### config.mk
export PLATFORM = sky130hd
export DESIGN_NAME = spi_minion_core_flat
export DESIGN_NICKNAME = d
export VERILOG_FILES = /design/src/rtl/spi_minion_core_if.sv /design/src/rtl/spi_minion_core.sv /design/src/flat_wrapper.sv
export SDC_FILE = /design/constraint.sdc
export NUM_CORES = 1
export LEC_CHECK = 0
export BUFFER_PORTS_ARGS = -buffer_cell sky130_fd_sc_hd__buf_2
export CORE_UTILIZATION = 52
export DETAILED_ROUTE_END_ITERATION = 12
export PLACE_DENSITY = 0.79
export SYNTH_ARGS = -nofsm -noshare
export SYNTH_HDL_FRONTEND = slang
export SYNTH_SLANG_ARGS = --single-unit
### constraint.sdc
create_clock -name clk -period 2.2 [get_ports clk]
set_clock_uncertainty 0.2 [all_clocks]
set_input_delay 0.66 -clock clk [delete_from_list [all_inputs] [get_ports clk]]
set_output_delay 0.66 -clock clk [all_outputs]
set_load 0.1 [all_outputs]
### src/rtl/spi_minion_core_if.sv
`default_nettype none
// ============================================================================
// Module      : spi_minion_core_if
// Description : SPI pins plus adapter push/pull signals for spi_minion_core.
// Revision    : 1.0 - initial release
// ============================================================================
interface spi_minion_core_if #(
    parameter int NBITS = 8
);
    logic             cs;
    logic             sclk;
    logic             mosi;
    logic             miso;
    logic             pull_en;
    logic             pull_msg_val;
    logic             pull_msg_spc;
    logic [NBITS-3:0] pull_msg_data;
    logic             push_en;
    logic             push_msg_val_wrt;
    logic             push_msg_val_rd;
    logic [NBITS-3:0] push_msg_data;
    logic             parity;
    logic             frame_err;

    // slave: the minion core itself
    modport slave (
        input  cs, sclk, mosi, pull_msg_val, pull_msg_spc, pull_msg_data,
        output miso, pull_en, push_en, push_msg_val_wrt, push_msg_val_rd,
               push_msg_data, parity, frame_err
    );

    // master: the SPI host pins and the adapter together
    modport master (
        output cs, sclk, mosi, pull_msg_val, pull_msg_spc, pull_msg_data,
        input  miso, pull_en, push_en, push_msg_val_wrt, push_msg_val_rd,
               push_msg_data, parity, frame_err
    );
endinterface
`default_nettype wire

### src/rtl/spi_minion_core.sv
`default_nettype none
// ============================================================================
// Module      : spi_minion_core
// Description : SPI mode-0 minion; one NBITS word per cs frame, full duplex.
// Revision    : 1.0 - initial release
// ============================================================================
module spi_minion_core #(
    parameter int NBITS = 8
) (
    input  wire logic         clk,
    input  wire logic         reset,
    spi_minion_core_if.slave  bus
);
    localparam int CNT_W = $clog2(NBITS + 2);
    localparam logic [CNT_W-1:0] c_cnt_full = CNT_W'(NBITS);
    localparam logic [CNT_W-1:0] c_cnt_sat  = CNT_W'(NBITS + 1);

    // [0] meta, [1] synced, [2] history (edge detect)
    logic [2:0]       cs_pipe_q,   cs_pipe_d;
    logic [2:0]       sclk_pipe_q, sclk_pipe_d;
    logic [1:0]       mosi_pipe_q, mosi_pipe_d;
    logic [NBITS-1:0] shreg_in_q,  shreg_in_d;
    logic [NBITS-1:0] shreg_out_q, shreg_out_d;
    logic [CNT_W-1:0] bit_cnt_q,   bit_cnt_d;

    logic w_cs_sync;
    logic w_cs_fall;
    logic w_cs_rise;
    logic w_sclk_rise;
    logic w_sclk_fall;

    assign w_cs_sync   = cs_pipe_q[1];
    assign w_cs_fall   = cs_pipe_q[2] & ~cs_pipe_q[1];
    assign w_cs_rise   = ~cs_pipe_q[2] & cs_pipe_q[1];
    assign w_sclk_rise = ~sclk_pipe_q[2] & sclk_pipe_q[1];
    assign w_sclk_fall = sclk_pipe_q[2] & ~sclk_pipe_q[1];

    always_comb begin
        cs_pipe_d   = {cs_pipe_q[1:0], bus.cs};
        sclk_pipe_d = {sclk_pipe_q[1:0], bus.sclk};
        mosi_pipe_d = {mosi_pipe_q[0], bus.mosi};
        shreg_in_d  = shreg_in_q;
        shreg_out_d = shreg_out_q;
        bit_cnt_d   = bit_cnt_q;

        // cs events win over any coincident sclk edge
        if (w_cs_fall) begin
            shreg_out_d = {bus.pull_msg_val, bus.pull_msg_spc, bus.pull_msg_data};
            bit_cnt_d   = '0;
        end else if (w_cs_rise) begin
            bit_cnt_d   = '0;
        end else if (!w_cs_sync) begin
            if (w_sclk_rise) begin
                shreg_in_d = {shreg_in_q[NBITS-2:0], mosi_pipe_q[1]};
                if (bit_cnt_q != c_cnt_sat) begin
                    bit_cnt_d = bit_cnt_q + CNT_W'(1);
                end
            end
            if (w_sclk_fall) begin
                shreg_out_d = {shreg_out_q[NBITS-2:0], 1'b0};
            end
        end
    end

    always_ff @(posedge clk or posedge reset) begin
        if (reset) begin
            cs_pipe_q   <= 3'b111;
            sclk_pipe_q <= 3'b000;
            mosi_pipe_q <= 2'b00;
            shreg_in_q  <= '0;
            shreg_out_q <= '0;
            bit_cnt_q   <= '0;
        end else begin
            cs_pipe_q   <= cs_pipe_d;
            sclk_pipe_q <= sclk_pipe_d;
            mosi_pipe_q <= mosi_pipe_d;
            shreg_in_q  <= shreg_in_d;
            shreg_out_q <= shreg_out_d;
            bit_cnt_q   <= bit_cnt_d;
        end
    end

    assign bus.miso             = ~w_cs_sync & shreg_out_q[NBITS-1];
    assign bus.pull_en          = w_cs_fall;
    assign bus.push_en          = w_cs_rise & (bit_cnt_q == c_cnt_full);
    assign bus.frame_err        = w_cs_rise & (bit_cnt_q != c_cnt_full);
    assign bus.push_msg_val_wrt = shreg_in_q[NBITS-1];
    assign bus.push_msg_val_rd  = shreg_in_q[NBITS-2];
    assign bus.push_msg_data    = shreg_in_q[NBITS-3:0];
    assign bus.parity           = ^shreg_in_q[NBITS-3:0];
endmodule
`default_nettype wire

### src/flat_wrapper.sv
// flat-port wrapper written by rule: the top's interface ports become plain ports
module spi_minion_core_flat 
#(
    parameter int NBITS = 8
)
  (clk, reset, bus_cs, bus_sclk, bus_mosi, bus_pull_msg_val, bus_pull_msg_spc, bus_pull_msg_data, bus_miso, bus_pull_en, bus_push_en, bus_push_msg_val_wrt, bus_push_msg_val_rd, bus_push_msg_data, bus_parity, bus_frame_err);
  spi_minion_core_if #(.NBITS(NBITS)) bus_i ();
  input  wire logic clk;
  input  wire logic reset;
  input wire logic [$bits(bus_i.cs)-1:0] bus_cs;
  input wire logic [$bits(bus_i.sclk)-1:0] bus_sclk;
  input wire logic [$bits(bus_i.mosi)-1:0] bus_mosi;
  input wire logic [$bits(bus_i.pull_msg_val)-1:0] bus_pull_msg_val;
  input wire logic [$bits(bus_i.pull_msg_spc)-1:0] bus_pull_msg_spc;
  input wire logic [$bits(bus_i.pull_msg_data)-1:0] bus_pull_msg_data;
  output wire logic [$bits(bus_i.miso)-1:0] bus_miso;
  output wire logic [$bits(bus_i.pull_en)-1:0] bus_pull_en;
  output wire logic [$bits(bus_i.push_en)-1:0] bus_push_en;
  output wire logic [$bits(bus_i.push_msg_val_wrt)-1:0] bus_push_msg_val_wrt;
  output wire logic [$bits(bus_i.push_msg_val_rd)-1:0] bus_push_msg_val_rd;
  output wire logic [$bits(bus_i.push_msg_data)-1:0] bus_push_msg_data;
  output wire logic [$bits(bus_i.parity)-1:0] bus_parity;
  output wire logic [$bits(bus_i.frame_err)-1:0] bus_frame_err;
  assign bus_i.cs = bus_cs;
  assign bus_i.sclk = bus_sclk;
  assign bus_i.mosi = bus_mosi;
  assign bus_i.pull_msg_val = bus_pull_msg_val;
  assign bus_i.pull_msg_spc = bus_pull_msg_spc;
  assign bus_i.pull_msg_data = bus_pull_msg_data;
  assign bus_miso = bus_i.miso;
  assign bus_pull_en = bus_i.pull_en;
  assign bus_push_en = bus_i.push_en;
  assign bus_push_msg_val_wrt = bus_i.push_msg_val_wrt;
  assign bus_push_msg_val_rd = bus_i.push_msg_val_rd;
  assign bus_push_msg_data = bus_i.push_msg_data;
  assign bus_parity = bus_i.parity;
  assign bus_frame_err = bus_i.frame_err;
  spi_minion_core #(.NBITS(NBITS)) u_core (.clk(clk), .reset(reset), .bus(bus_i));
endmodule
==> parameters.txt, run 1 <==
Parameter                              Value

Placement
  Placed cell area    0.00152 mm^2
  Number of buffer cells added on primary ports    25
  Minimum setup slack after placement    0.0570 ns
  Global placer's final weighted congestion    0.729
  Cell Count Post-Placement    148
  HPWL Detailed    1550 um

STA
  Actual transition at the worst max-transition pin    0.504 ns
  Max frequency    419 MHz
  Final period demand of the worst path    2.39 ns
  RSZ-0062 raised after global routing    true
  Worst-case hold slack    0.169 ns
  Final hold violations    0
  # setup viols final    1
  TNS Setup    -0.186 ns
  Setup ws final    -0.186 ns
  Worst slew margin    0.663
  Number of pins exceeding their max-slew limit in the final report    0
  Ratio of final minimum period to clock period    1.08

Synthesis
  Synthesized Nets    111
  Share of the yosys chip area belonging to registers    0.562
  FFs w/ async S/R, synth    1.00
  Fraction of synthesized cell area taken by the top area cell type    0.499
  Primary FF master, synth    sky130_fd_sc_hd__dfrtp_1
  Warnings, synthesis    0
  Netlist Area Pre-Place    0.00125 mm^2
  Register bit total from synthesis    28
  Synth Area per Inst    13.2 um^2
  Number of distinct library cells after synthesis    27
  Cell type with the largest total area after synthesis    sky130_fd_sc_hd__dfrtp_1
  Post-synthesis cell count    95
  Most used standard cells in the synthesized netlist    25 x sky130_fd_sc_hd__dfrtp_1, 20 x sky130_fd_sc_hd__mux2_2, 6 x sky130_fd_sc_hd__inv_1
  EDFF count, synth    0
  Synth area leaders    sky130_fd_sc_hd__dfrtp_1 50%, sky130_fd_sc_hd__mux2_2 18%, sky130_fd_sc_hd__dfstp_2 6.3%
  Library cell with the highest instance count after synthesis    sky130_fd_sc_hd__dfrtp_1

CTS
  Total clock buffers created by CTS    3
  Maximum buffer depth of the clock tree    2
  Cell chosen for the clock root    sky130_fd_sc_hd__clkbuf_4
  Clock latency reported for the late side of the worst-skew pair    0.32 ns
  H-Tree Depth    1
  Number of clock sinks    28
  Clock-pin slew reported for the worst setup and hold paths after clock tree synthesis    0.13 ns
  CTS tree    yes

Floorplanning
  Die ar.    0.00261 mm^2
  Area of the core region    0.00223 mm^2
  I/O Pins    26
  Starting Density    0.561
  Number of placement rows    17
  Horizontal die dimension    approximately 51 um
  Die H    about 51 um

GRT
  Wire length of the first global-routing pass    between 3000 and 4000 um
  Vias in the first global route    around 870
  Pin count of the biggest net entering global routing    29
  Initial antenna violation count    0
  Total global routing overflow    0
  All-Layer GR Usage    0.199

Power and ir drop
  Worst voltage drop across the vdd grid    1470 uV
  Leakage power    0.803 nW
  Power per standard cell area    1240 mW/mm^2
  Total power consumption of the routed design    approximately 2.1 mW

Outcome
  Failing checks    negative setup slack
  Outcome    complete, but fails checks

Cells and area
  Area of combinational cells with multiple inputs    608 um^2
  Utilization of the core after routing    0.769
  Non-filler cells, final    roughly 170
  Number of antenna diodes    0
  FF+latch area    712 um^2
  Fraction of layout cells with a size suffix above 1    0.657
  Nets    154
  Area overhead of the layout relative to synthesis    37.0%
  Layout Cell Area excl Fill    0.00172 mm^2
  Count of fill cells added during filler insertion    139

Worst setup path
  Register-to-register setup slack    0.24 ns
  Crit path launch    u_core.shreg_in_q[3]$_DFFE_PP0P_
  Register-to-Register Path Depth    5
  Critical path endpoint category    output pin
  Critical path startpoint category    register
  WP data required    1.34 ns
  Type of the worst setup path    register to output pin
  RR Startpoint    u_core.cs_pipe_q[2]$_DFF_PP1_
  Critical-path maximum fanout    2
  R2R Path End    u_core.shreg_out_q[3]$_DFFE_PP0P_
  Critical path arrival    1.53 ns

Detailed routing
  Routed WL per cell    14.6 um
  Pre-Repair DR Iteration Count    4
  Vias    844
  Post-route DRC    0
  Number of nets with antenna violations after routing    0
  Final wirelength    2400 um
  Via-to-Cell Ratio    5.12
  Starting DRC count in detailed routing    4

Worst hold path
  Worst min-delay path class    register to register
  Cell count of the worst hold path    0
  Hold endpoint    u_core.cs_pipe_q[1]$_DFF_PP1_
  Source of the worst hold timing path    u_core.cs_pipe_q[0]$_DFF_PP1_

Job
  Number of max-cap violations    0
routing by layer:
metal	share of wire	vias up	wire [um]	GRT usage
met4	0.0042	0	10	0.0694
met3	0.018	2	44	0.0268
met1	0.42	415	1000	0.238
met5	0	-	0	0
li1	-	413	-	-
met2	0.56	14	1350	0.362
worst max-delay path: stages, from the launching register on:
cell and delay, ns:
sky130_fd_sc_hd__dfrtp_2 0.44, sky130_fd_sc_hd__xnor2_2 0.16, sky130_fd_sc_hd__xnor2_2 0.26, sky130_fd_sc_hd__xnor2_4 0.16
sky130_fd_sc_hd__buf_12 0.19
repair_timing:
action	4_1_cts	5_1_grt
endpoints found under the setup margin	5	5
hold buffers	0	0
resized for setup	12	2
buffers inserted	9	4
gates cloned	0	0
pin swaps	3	1
cell families (layout without fill, tap and decap cells):
group,count (synthesis),after routing,synth area share
buffers and inverters,8,50,0.0259
AOI/OAI and AO/OA,10,10,0.0509
xor gates and xnor gates,6,6,0.0419
muxes,22,22,0.198
adders and majority gates,3,3,0.0299
and+or+nand+nor,18,18,0.0918
DFF,28,28,0.562
state kept, by name, summed over array words and instances (netlist names):
name	cells
u_core.shreg_in_q	8
u_core.shreg_out_q	8
u_core.bit_cnt_q	4
u_core.cs_pipe_q	3
u_core.sclk_pipe_q	3
u_core.mosi_pipe_q	2
final cells by class:
type	count	area share
repair buffers	40	0.177
flip-flops and latches	28	0.414
clock buffers	4	0.0211
well taps	28	0.0204
inverters	6	0.0131
multi-input cells	59	0.354
cell usage in the layout, fill, tap and decap left out, types with 2 or more instances in the layout:
cell / count
sky130_fd_sc_hd__mux2_2: 20
sky130_fd_sc_hd__buf_2: 20
sky130_fd_sc_hd__dfrtp_1: 19
sky130_fd_sc_hd__buf_4: 15
sky130_fd_sc_hd__dfrtp_2: 6
sky130_fd_sc_hd__buf_12: 4
sky130_fd_sc_hd__o21ai_0: 3
sky130_fd_sc_hd__inv_2: 3
sky130_fd_sc_hd__nand3_1: 3
sky130_fd_sc_hd__a21oi_1: 3
sky130_fd_sc_hd__inv_1: 3
sky130_fd_sc_hd__xnor2_2: 3
sky130_fd_sc_hd__clkbuf_4: 3
sky130_fd_sc_hd__dfstp_2: 3
sky130_fd_sc_hd__xor2_1: 2
sky130_fd_sc_hd__nor2b_4: 2
sky130_fd_sc_hd__mux2_1: 2
sky130_fd_sc_hd__nor2_4: 2
sky130_fd_sc_hd__ha_1: 2
worst max path at each step:
stage | end | slack, ns | depth (start not counted)
finish | bus_parity | -0.19 | 4
global route | bus_parity | -0.28 | 4
CTS | bus_parity | -0.21 | 4
detailed placement | bus_parity | 0.06 | 4
global placement | bus_parity | 0.09 | 4
floorplan | bus_parity | -0.32 | 3
power breakdown:
group / total [mW] / internal (mW) / switching (mW)
sequential: 0.682 / 0.616 / 0.0664
clock: 0.242 / 0.101 / 0.141
combinational: 1.20 / 0.441 / 0.762
total: 2.13 / 1.16 / 0.969
Note: power is estimated with default switching activity, not from simulation.
==> run 2: changes to the inputs <==
- ABC_AREA: default -> 1
==> run 2 against run 1 <==
Against the previous run: the run still ends with negative setup slack left; fmax up 3.0%; core utilization fell by 2.7 points; first-iteration DRC count rose to 6.0 times the previous value; sequential power is 3.2% lower; non-clock buffer count fell by 4; critical path depth rose by 2; via count is 31% higher; sequential cell count did not move; critical endpoint unchanged.
==> parameters.txt, run 2 <==
Parameter                              Value

Outcome
  Outcome    complete, but fails checks
  Failing checks    negative setup slack

Placement
  Placed cell area    0.00156 mm^2
  HPWL Detailed    1840 um
  Global placer's final weighted congestion    roughly 0.73
  Number of buffer cells added on primary ports    25
  Cell Count Post-Placement    roughly 200
  Minimum setup slack after placement    0.0939 ns

Worst setup path
  Critical path startpoint category    register
  Cell seen most often among critical-path stages    sky130_fd_sc_hd__nand2_1
  Type of the worst setup path    register to output pin
  WP data required    roughly 1.3 ns
  Critical path endpoint category    output pin
  Cell type of the slowest stage on the worst timing path    sky130_fd_sc_hd__dfrtp_2
  Critical-path maximum fanout    3
  Critical path arrival    1.46 ns
  Maximum single-stage delay on the critical path    0.46 ns
  Ordered list of cells on the worst path    xnor2_1, nand2_1, nand2_1, nand2_1, nand2_2, buf_12

Synthesis
  Synth area leaders    sky130_fd_sc_hd__dfrtp_1 47%, sky130_fd_sc_hd__nand2_1 11%, sky130_fd_sc_hd__dfstp_2 5.9%
  Library cell with the highest instance count after synthesis    sky130_fd_sc_hd__nand2_1
  Synthesized Nets    167
  Share of the yosys chip area belonging to registers    0.528
  Fraction of synthesized cell area taken by the top area cell type    0.469
  Netlist Area Pre-Place    approximately 0.0013 mm^2
  Most used standard cells in the synthesized netlist    40 x sky130_fd_sc_hd__nand2_1, 25 x sky130_fd_sc_hd__dfrtp_1, 16 x sky130_fd_sc_hd__inv_1
  Number of distinct library cells after synthesis    21
  Primary FF master, synth    sky130_fd_sc_hd__dfrtp_1
  Register bit total from synthesis    28
  Cell type with the largest total area after synthesis    sky130_fd_sc_hd__dfrtp_1
  FFs w/ async S/R, synth    1.00
  EDFF count, synth    0
  Warnings, synthesis    0
  Synth Area per Inst    between 8 and 9 um^2
  Post-synthesis cell count    151

STA
  RSZ-0062 raised after global routing    true
  Actual transition at the worst max-transition pin    between 0.5 and 0.6 ns
  Final hold violations    0
  Ratio of final minimum period to clock period    1.05
  # setup viols final    3
  Worst slew margin    0.659
  Final period demand of the worst path    2.32 ns
  Worst-case hold slack    0.157 ns
  Max frequency    between 400 and 500 MHz
  Number of pins exceeding their max-slew limit in the final report    0
  Setup ws final    -0.116 ns

Detailed routing
  Pre-Repair DR Iteration Count    4
  Number of nets with antenna violations after routing    0
  Via-to-Cell Ratio    5.10
  Vias    1,102
  Starting DRC count in detailed routing    24
  Post-route DRC    0
  Final wirelength    2680 um
  Routed WL per cell    approximately 12 um

Floorplanning
  Die H    approximately 53 um
  Area of the core region    0.00232 mm^2
  Number of placement rows    17
  I/O Pins    26
  Horizontal die dimension    52.7 um
  Die ar.    0.00277 mm^2
  Starting Density    0.576

Worst hold path
  Worst min-delay path class    register to register

Cells and area
  Nets    just over 200
  Biggest registers after layout    u_core.shreg_in_q x8, u_core.shreg_out_q x8, u_core.bit_cnt_q x4
  Most used cells in the layout excluding fill and tap cells    38 x sky130_fd_sc_hd__nand2_1, 19 x sky130_fd_sc_hd__buf_2, 19 x sky130_fd_sc_hd__dfrtp_1
  FF+latch area    712 um^2
  Area overhead of the layout relative to synthesis    28.9%
  Layout Cell Area excl Fill    around 0.0017 mm^2
  Non-filler cells, final    216
  Fraction of layout cells with a size suffix above 1    0.367
  Count of fill cells added during filler insertion    between 150 and 200
  Most common cell after layout, fill and taps aside    sky130_fd_sc_hd__nand2_1
  Number of antenna diodes    0
  Area of combinational cells with multiple inputs    584 um^2

CTS
  Number of clock sinks    28
  Cell chosen for the clock root    sky130_fd_sc_hd__clkbuf_4
  Maximum buffer depth of the clock tree    2
  Hold_buf cts    0
  CTS tree    yes
  Clock-pin slew reported for the worst setup and hold paths after clock tree synthesis    0.14 ns
  Total clock buffers created by CTS    3
  H-Tree Depth    1
  Clock latency reported for the late side of the worst-skew pair    about 0.32 ns

GRT
  Initial antenna violation count    0
  Pin count of the biggest net entering global routing    29
  Total global routing overflow    0
  All-Layer GR Usage    0.227
  Wire length of the first global-routing pass    4440 um
  Vias in the first global route    around 1.1k

Power and ir drop
  Total power consumption of the routed design    1.75 mW
  Worst voltage drop across the vdd grid    1030 uV
  Power per standard cell area    roughly 1000 mW/mm^2
  Leakage power    roughly 0.85 nW

Job
  Number of max-cap violations    0
-- run 2: cell count changes in the layout (fill, tap and decap cells not counted), moves of 3 or more --
cell | previous run | this run
sky130_fd_sc_hd__a21oi_1 | 3 | 6
sky130_fd_sc_hd__buf_4 | 15 | 10
sky130_fd_sc_hd__inv_1 | 3 | 13
sky130_fd_sc_hd__inv_4 | 0 | 3
sky130_fd_sc_hd__mux2_2 | 20 | 0
sky130_fd_sc_hd__nand2_1 | 1 | 38
sky130_fd_sc_hd__nand2_4 | 0 | 5
sky130_fd_sc_hd__nand3_1 | 3 | 10
sky130_fd_sc_hd__nor2_1 | 1 | 10
sky130_fd_sc_hd__o21a_1 | 0 | 4
sky130_fd_sc_hd__o21ai_0 | 3 | 0
sky130_fd_sc_hd__o21ai_1 | 0 | 8
-- run 2: kinds of logic (layout without fill, tap and decap cells) --
kind of cell	after synthesis	after routing	share of synthesized area
flops	28	28	0.528
buf+inv	23	60	0.0815
simple gates	72	72	0.243
xor+xnor	5	5	0.0328
fa+ha+maj	3	3	0.0281
compound gates	20	20	0.0872
-- run 2: layout make-up --
cell class,instances,share of cell area
clock buffer,4,0.0153
timing repair buffer,36,0.161
sequential,28,0.414
tap,28,0.0204
inverter,20,0.0502
multi-input combinational,100,0.340
-- run 2: final timing paths --
path / start / endpoint / slack [ns] / depth (start not counted)
min in group asynchronous: reset / u_core.sclk_pipe_q[2]$_DFF_PP0_ / 0.17 / 3
hold reg to reg: u_core.sclk_pipe_q[0]$_DFF_PP0_ / u_core.sclk_pipe_q[1]$_DFF_PP0_ / 0.16 / 0
setup reg to reg: u_core.bit_cnt_q[0]$_DFFE_PP0P_ / u_core.bit_cnt_q[2]$_DFFE_PP0P_ / 0.52 / 9
max in group asynchronous: reset / u_core.cs_pipe_q[2]$_DFF_PP1_ / 1.32 / 3
setup / recovery: u_core.shreg_in_q[3]$_DFFE_PP0P_ / bus_parity / -0.12 / 6
hold / removal: u_core.sclk_pipe_q[0]$_DFF_PP0_ / u_core.sclk_pipe_q[1]$_DFF_PP0_ / 0.16 / 0
-- run 2: power by group --
group          switching [mW]  total (mW)  internal [mW]  leakage, nW
registers              0.0621       0.660          0.598        0.326
logic                   0.639       0.881          0.242        0.513
clock network           0.142       0.213         0.0711       0.0150
-- run 2: timing repair --
action,in CTS,in global routing
resized for setup,9,8
setup buffers,8,1
setup endpoints to repair,4,4
pin swaps,4,3
-- run 2: through the flow --
stage          setup TNS, ns   util
6_report              -0.237  0.742
5_1_grt               -0.413  0.742
4_1_cts               -0.209  0.725
3_5_place_dp               0  0.673
3_3_place_gp               0  0.673
2_1_floorplan         -0.112      -
-- run 2: layer usage --
metal  wire length [um]  global-route usage
met4                 73              0.0789
met5                  0                   0
met3                 98              0.0551
met1               1080               0.242
met2               1430               0.426
-- run 2: worst max-delay path: cells and delay by family (launching register included) --
kind,cells,cell delay [ns]
buffers and inverters,1,0.17
DFF,1,0.46
and+or+nand+nor,4,0.31
xor gates and xnor gates,1,0.19
